==> config.mk <==
export PLATFORM = sky130hd
export DESIGN_NAME = axi4lite_slave_regs
export DESIGN_NICKNAME = d
export VERILOG_FILES = /design/src/rtl/axi4lite_pkg.sv /design/src/rtl/axi4lite_regfile.sv /design/src/rtl/axi4lite_slave_regs.sv
export SDC_FILE = /design/constraint.sdc
export NUM_CORES = 1
export LEC_CHECK = 0
export BUFFER_PORTS_ARGS = -buffer_cell sky130_fd_sc_hd__buf_2
export CAP_MARGIN = 20
export CORE_UTILIZATION = 45
export CTS_CLUSTER_SIZE = 40
export DETAILED_ROUTE_END_ITERATION = 10
export GPL_ROUTABILITY_DRIVEN = 0
export PLACE_DENSITY_LB_ADDON = 0.08
export SLEW_MARGIN = 0
export SYNTH_ARGS = -nofsm -noshare
export SYNTH_HDL_FRONTEND = slang
export SYNTH_SLANG_ARGS = --single-unit
==> constraint.sdc <==
create_clock -name i_clk -period 9 [get_ports i_clk]
set_clock_uncertainty 0.2 [all_clocks]
set_input_delay 1.35 -clock i_clk [delete_from_list [all_inputs] [get_ports i_clk]]
set_output_delay 1.35 -clock i_clk [all_outputs]
set_load 0.05 [all_outputs]
==> src/rtl/axi4lite_pkg.sv <==
// Shared constants and state encodings for the AXI4-Lite register responder.
package axi4lite_pkg;

  localparam int unsigned ADDR_LSB = 2;

  localparam logic [1:0] RESP_OKAY   = 2'b00;
  localparam logic [1:0] RESP_SLVERR = 2'b10;

  typedef enum logic {
    WIdle,
    WResp
  } w_state_e;

  typedef enum logic {
    RIdle,
    RData
  } r_state_e;

  function automatic logic [1:0] resp_code(input logic in_range);
    return in_range ? RESP_OKAY : RESP_SLVERR;
  endfunction

endpackage

==> src/rtl/axi4lite_regfile.sv <==
// Register array with a byte-strobed write port, combinational read port and flat view.
module axi4lite_regfile
  import axi4lite_pkg::*;
#(
  parameter int unsigned DATA_WIDTH = 32,
  parameter int unsigned NUM_REGS   = 4,
  parameter int unsigned IDX_W      = $clog2(NUM_REGS)
) (
  input  logic                           i_clk,
  input  logic                           i_reset,
  input  logic                           i_we,
  input  logic [IDX_W-1:0]               i_widx,
  input  logic [DATA_WIDTH-1:0]          i_wdata,
  input  logic [DATA_WIDTH/8-1:0]        i_wstrb,
  input  logic [IDX_W-1:0]               i_ridx,
  output logic [DATA_WIDTH-1:0]          o_rdata,
  output logic [NUM_REGS*DATA_WIDTH-1:0] o_reg_out
);

  localparam int unsigned STRB_W = DATA_WIDTH / 8;

  logic [DATA_WIDTH-1:0] r_regs [NUM_REGS];

  always_ff @(posedge i_clk or posedge i_reset) begin
    if (i_reset) begin
      for (int i = 0; i < int'(NUM_REGS); i++) begin
        r_regs[i] <= '0;
      end
    end else if (i_we) begin
      for (int k = 0; k < int'(STRB_W); k++) begin
        if (i_wstrb[k]) begin
          r_regs[i_widx][8*k +: 8] <= i_wdata[8*k +: 8];
        end
      end
    end
  end

  assign o_rdata = r_regs[i_ridx];

  for (genvar g = 0; g < int'(NUM_REGS); g++) begin : g_flat
    assign o_reg_out[g*DATA_WIDTH +: DATA_WIDTH] = r_regs[g];
  end

endmodule

==> src/rtl/axi4lite_slave_regs.sv <==
// AXI4-Lite responder exposing NUM_REGS registers; independent write and read channel FSMs,
// one outstanding transaction per direction, all readies registered.
module axi4lite_slave_regs
  import axi4lite_pkg::*;
#(
  parameter int unsigned ADDR_WIDTH = 4,
  parameter int unsigned DATA_WIDTH = 32,
  parameter int unsigned NUM_REGS   = 4
) (
  input  logic                           i_clk,
  input  logic                           i_reset,
  input  logic                           i_awvalid,
  output logic                           o_awready,
  input  logic [ADDR_WIDTH-1:0]          i_awaddr,
  input  logic                           i_wvalid,
  output logic                           o_wready,
  input  logic [DATA_WIDTH-1:0]          i_wdata,
  input  logic [DATA_WIDTH/8-1:0]        i_wstrb,
  output logic                           o_bvalid,
  input  logic                           i_bready,
  output logic [1:0]                     o_bresp,
  input  logic                           i_arvalid,
  output logic                           o_arready,
  input  logic [ADDR_WIDTH-1:0]          i_araddr,
  output logic                           o_rvalid,
  input  logic                           i_rready,
  output logic [DATA_WIDTH-1:0]          o_rdata,
  output logic [1:0]                     o_rresp,
  output logic [NUM_REGS*DATA_WIDTH-1:0] o_reg_out
);

  localparam int unsigned IDX_W  = $clog2(NUM_REGS);
  localparam int unsigned STRB_W = DATA_WIDTH / 8;

  if (DATA_WIDTH != 32) begin : g_bad_width
    $error("axi4lite_slave_regs supports DATA_WIDTH = 32 only");
  end
  if (NUM_REGS < 2 || (1 << IDX_W) != NUM_REGS) begin : g_bad_regs
    $error("NUM_REGS must be a power of two and at least 2");
  end

  // Write channel state
  w_state_e              r_w_state, w_w_state_d;
  logic                  r_aw_held, w_aw_held_d;
  logic                  r_w_held, w_w_held_d;
  logic [ADDR_WIDTH-1:0] r_awaddr, w_awaddr_d;
  logic [DATA_WIDTH-1:0] r_wdata, w_wdata_d;
  logic [STRB_W-1:0]     r_wstrb, w_wstrb_d;
  logic                  r_awready, w_awready_d;
  logic                  r_wready, w_wready_d;
  logic                  r_bvalid, w_bvalid_d;
  logic [1:0]            r_bresp, w_bresp_d;
  logic                  w_we;
  logic                  w_aw_in_range;

  // Read channel state
  r_state_e              r_r_state, w_r_state_d;
  logic                  r_arready, w_arready_d;
  logic                  r_rvalid, w_rvalid_d;
  logic [DATA_WIDTH-1:0] r_rdata, w_rdata_d;
  logic [1:0]            r_rresp, w_rresp_d;
  logic                  w_ar_in_range;
  logic [DATA_WIDTH-1:0] w_rf_rdata;

  logic                  w_unused_addr_lsbs;

  // Address bits above the register index must all be zero to hit a register.
  assign w_aw_in_range = ((r_awaddr >> (ADDR_LSB + IDX_W)) == '0);
  assign w_ar_in_range = ((i_araddr >> (ADDR_LSB + IDX_W)) == '0);
  assign w_unused_addr_lsbs = ^{r_awaddr[ADDR_LSB-1:0], i_araddr[ADDR_LSB-1:0]};

  axi4lite_regfile #(
    .DATA_WIDTH (DATA_WIDTH),
    .NUM_REGS   (NUM_REGS),
    .IDX_W      (IDX_W)
  ) u_regfile (
    .i_clk     (i_clk),
    .i_reset   (i_reset),
    .i_we      (w_we),
    .i_widx    (r_awaddr[ADDR_LSB +: IDX_W]),
    .i_wdata   (r_wdata),
    .i_wstrb   (r_wstrb),
    .i_ridx    (i_araddr[ADDR_LSB +: IDX_W]),
    .o_rdata   (w_rf_rdata),
    .o_reg_out (o_reg_out)
  );

  always_comb begin
    w_w_state_d = r_w_state;
    w_aw_held_d = r_aw_held;
    w_w_held_d  = r_w_held;
    w_awaddr_d  = r_awaddr;
    w_wdata_d   = r_wdata;
    w_wstrb_d   = r_wstrb;
    w_bvalid_d  = r_bvalid;
    w_bresp_d   = r_bresp;
    w_we        = 1'b0;
    case (r_w_state)
      WIdle: begin
        if (i_awvalid && r_awready) begin
          w_awaddr_d  = i_awaddr;
          w_aw_held_d = 1'b1;
        end
        if (i_wvalid && r_wready) begin
          w_wdata_d  = i_wdata;
          w_wstrb_d  = i_wstrb;
          w_w_held_d = 1'b1;
        end
        // Both halves were captured on earlier edges; readies are low so nothing new arrives.
        if (r_aw_held && r_w_held) begin
          w_we        = w_aw_in_range;
          w_bvalid_d  = 1'b1;
          w_bresp_d   = resp_code(w_aw_in_range);
          w_aw_held_d = 1'b0;
          w_w_held_d  = 1'b0;
          w_w_state_d = WResp;
        end
      end
      WResp: begin
        if (i_bready) begin
          w_bvalid_d  = 1'b0;
          w_w_state_d = WIdle;
        end
      end
      default: w_w_state_d = WIdle;
    endcase
    w_awready_d = (w_w_state_d == WIdle) && !w_aw_held_d;
    w_wready_d  = (w_w_state_d == WIdle) && !w_w_held_d;
  end

  always_ff @(posedge i_clk or posedge i_reset) begin
    if (i_reset) begin
      r_w_state <= WIdle;
      r_aw_held <= 1'b0;
      r_w_held  <= 1'b0;
      r_awaddr  <= '0;
      r_wdata   <= '0;
      r_wstrb   <= '0;
      r_awready <= 1'b0;
      r_wready  <= 1'b0;
      r_bvalid  <= 1'b0;
      r_bresp   <= RESP_OKAY;
    end else begin
      r_w_state <= w_w_state_d;
      r_aw_held <= w_aw_held_d;
      r_w_held  <= w_w_held_d;
      r_awaddr  <= w_awaddr_d;
      r_wdata   <= w_wdata_d;
      r_wstrb   <= w_wstrb_d;
      r_awready <= w_awready_d;
      r_wready  <= w_wready_d;
      r_bvalid  <= w_bvalid_d;
      r_bresp   <= w_bresp_d;
    end
  end

  always_comb begin
    w_r_state_d = r_r_state;
    w_rvalid_d  = r_rvalid;
    w_rdata_d   = r_rdata;
    w_rresp_d   = r_rresp;
    case (r_r_state)
      RIdle: begin
        // Regfile read is combinational, so a same-edge write is not yet visible here.
        if (i_arvalid && r_arready) begin
          w_rvalid_d  = 1'b1;
          w_rdata_d   = w_ar_in_range ? w_rf_rdata : '0;
          w_rresp_d   = resp_code(w_ar_in_range);
          w_r_state_d = RData;
        end
      end
      RData: begin
        if (i_rready) begin
          w_rvalid_d  = 1'b0;
          w_r_state_d = RIdle;
        end
      end
      default: w_r_state_d = RIdle;
    endcase
    w_arready_d = (w_r_state_d == RIdle);
  end

  always_ff @(posedge i_clk or posedge i_reset) begin
    if (i_reset) begin
      r_r_state <= RIdle;
      r_arready <= 1'b0;
      r_rvalid  <= 1'b0;
      r_rdata   <= '0;
      r_rresp   <= RESP_OKAY;
    end else begin
      r_r_state <= w_r_state_d;
      r_arready <= w_arready_d;
      r_rvalid  <= w_rvalid_d;
      r_rdata   <= w_rdata_d;
      r_rresp   <= w_rresp_d;
    end
  end

  assign o_awready = r_awready;
  assign o_wready  = r_wready;
  assign o_bvalid  = r_bvalid;
  assign o_bresp   = r_bresp;
  assign o_arready = r_arready;
  assign o_rvalid  = r_rvalid;
  assign o_rdata   = r_rdata;
  assign o_rresp   = r_rresp;

endmodule

==> flow_summary.toml <==
[floorplan]
fp-row-count = 50
dieWidth_um = 141
die_h_um = 141
dieArea_um2 = 19900
core_um2 = 18800
initial_utilization = 0.462
ios = 220

[sta]
hold_viol = 0
tns_ps = 0
finalCritPeriodShare = 0.310
rsz0062_at_grt = "no"
period_minus_slack_ps = 2790
fmax_mhz = 359
finalMaxSlewViolations = 0
setup_viol = 0
max_slew_margin = 0.291
tightestPinTransition_ps = 1060

[grt]
antenna_found_initial = 3
use_met3 = 0.0510
grt_pass1_wl_mm = 34.1
gr-total-overflow = 0
grt.busiest_layer = "met2"
grt_use_met1 = 0.268
grt_util_all_layers = 0.221
grtUsageMet2 = 0.388
grt_pass1_vias = 6158
grt_max_degree = 146

[clock_tree]
cts_max_level = 1
tritoncts = "yes"
clk_pin_slew_ps = 60
postCtsHoldBufs = 0
post_cts_buffers = 0
worstSkewPairLatency_ps = 500
clk_path_buf_depth = 3
cts_made_buffers = 23
root_buffer = "clkbuf_16"
cts_num_sinks = 207
cts_resized = 0

[yosys]
ys_async_sr_fraction = 1.00
synth_commonest_cells = "207 x dfrtp_1, 143 x mux2_2, 64 x mux2i_1, 40 x nand2_1, 32 x o221ai_1"
syn_inst = 583
avgSynthCellArea_um2 = 14.9
ys_warn_count = 0
yosysSeqAreaShare = 0.596
synth_most_common_cell = "dfrtp_1"
synth_ff_type = "dfrtp_1"
synth_area_um2 = 8690
yosys-top-cells-area = "dfrtp_1 60%, mux2_2 19%, mux2i_1 7.4%"
netlist.area_leader.share = 0.596
ys_seq_elements = 207
synth_top_cell_by_area = "dfrtp_1"
synth_edf_count = 0
yosysUniqueCellTypes = 35

[routing]
wl_per_cell_um = 19.9
drt_iter0_markers = 165
vias = 5700
drt_pass1_iterations = 4
drtAntennaViolNets = 0
routed_wl_mm = 21.2
drc = 0
avgViaCountPerCell = 5.33

[hold_path]
hold_path_end = "o_rdata[19]"
min_path_cells = 2
hold_start = "o_rdata[19]"
hold_class = "register to register"

[setup_path]
worstSetupPathType = "input pin to register"
worstPathMaxFanout = 32
r2r_cells = 3
crit_required_ps = 9170
critPathBufInv = 1
worst_r2r_startpoint = "r_w_state"
regToRegSetupSlack_ps = 6660
arrival_ps = 2960
cp_top_family = "simple AND/OR/NAND/NOR gates"
cp-end-kind = "register"
start_kind = "input pin"
slowest_stage = "nand3_2"
r2r_end = "u_regfile.o_reg_out[45]"
critical_path.max_stage_delay_ps = 830
cp_cell_sequence = "buf_2, nor2_1, nand3_2, o221ai_1"

[place]
place_area_um2 = 9970
dp_hpwl_mm = 13.7
io_buffers = 211

[finish]
fillers = 1601
fin_area_um2 = 10700
area_growth_pct = 22.8
drive_gt1_frac = 0.519
nNetsFinal = 845

[flow_run]
drv_cap = 0

[outcome]
status = "finished clean"
-- sequential cells by signal, summed over array words and instances, names as in the netlist, 2 cells and up --
register             cells
u_regfile.o_reg_out    128
o_rdata                 32
r_wdata                 32
r_wstrb                  4
r_awaddr                 2
-- logic make-up (layout without fill, tap and decap cells) --
kind of cell    Yosys count  in the layout  share of synthesized area
mux                     230            230                      0.292
flops                   207            207                      0.596
simple gates             68             68                     0.0509
compound gates           39             39                     0.0378
buf+inv                  38            259                     0.0229
other cells               1              7                   0.000431
-- cell usage in the layout, fill, tap and decap left out, types with 5 or more instances in the layout --
cell       netlist  final
nor3b_4          5      5
dfrtp_1        207    207
clkbuf_8         0      6
mux2_4           8      8
buf_2           13    210
o221ai_1        32     32
nand2_1         40     40
buf_4            4      6
mux2_1          15     15
mux2i_1         64     64
mux2_2         143    143
clkbuf_1        11      5
clkbuf_16        0     23
-- cell type report --
| type | instances | area [µm²] | share of cell area |
|---|---|---|---|
| clock inverter | 4 | 23.8 | 0.00223 |
| inverter | 5 | 26.3 | 0.00246 |
| clock buffer | 34 | 677 | 0.0634 |
| multi-input combinational | 341 | 3340 | 0.313 |
| antenna | 3 | 7.51 | 0.000703 |
| tap | 260 | 325 | 0.0305 |
| timing repair buffer | 216 | 1100 | 0.103 |
| sequential | 207 | 5180 | 0.485 |
-- per-layer routing --
layer | share of wire | up-vias | wire [µm]
met5 | 0 | - | 0
met4 | 0.028 | 0 | 604
met3 | 0.064 | 47 | 1370
met2 | 0.49 | 186 | 10500
met1 | 0.41 | 2911 | 8820
li1 | - | 2556 | -
-- worst min-delay path, delay by kind of cell (launching register included) --
family	cells	cell delay (ps)
AO/OA/AOI/OAI	1	60
flip-flops	1	330
AND/OR/NAND/NOR	1	50
-- per-stage QoR --
stage	hold WS, ps	std cells	util	setup slack [ps]
floorplan	292	586	-	1800
global placement	265	1029	0.529	5720
detailed placement	271	1029	0.529	5650
finish	283	1070	0.567	6210
global route	304	1069	0.567	5980
CTS	286	1067	0.567	6160
-- how the worst max path moves through the flow --
stage                       end   startpoint  slack, ps  cells past startpoint
finish              o_rdata[15]  i_araddr[3]       6210                      4
global route         r_wstrb[3]      i_reset       5980                      3
CTS                 o_rdata[15]    i_arvalid       6160                      5
detailed placement  o_rdata[15]    i_arvalid       5650                      5
global placement    o_rdata[29]    i_arvalid       5720                      5
floorplan             o_arready      i_reset       1800                      1
Power is not shown: default switching activity piles up to over one toggle a cycle in this logic, so the estimate is an artifact.
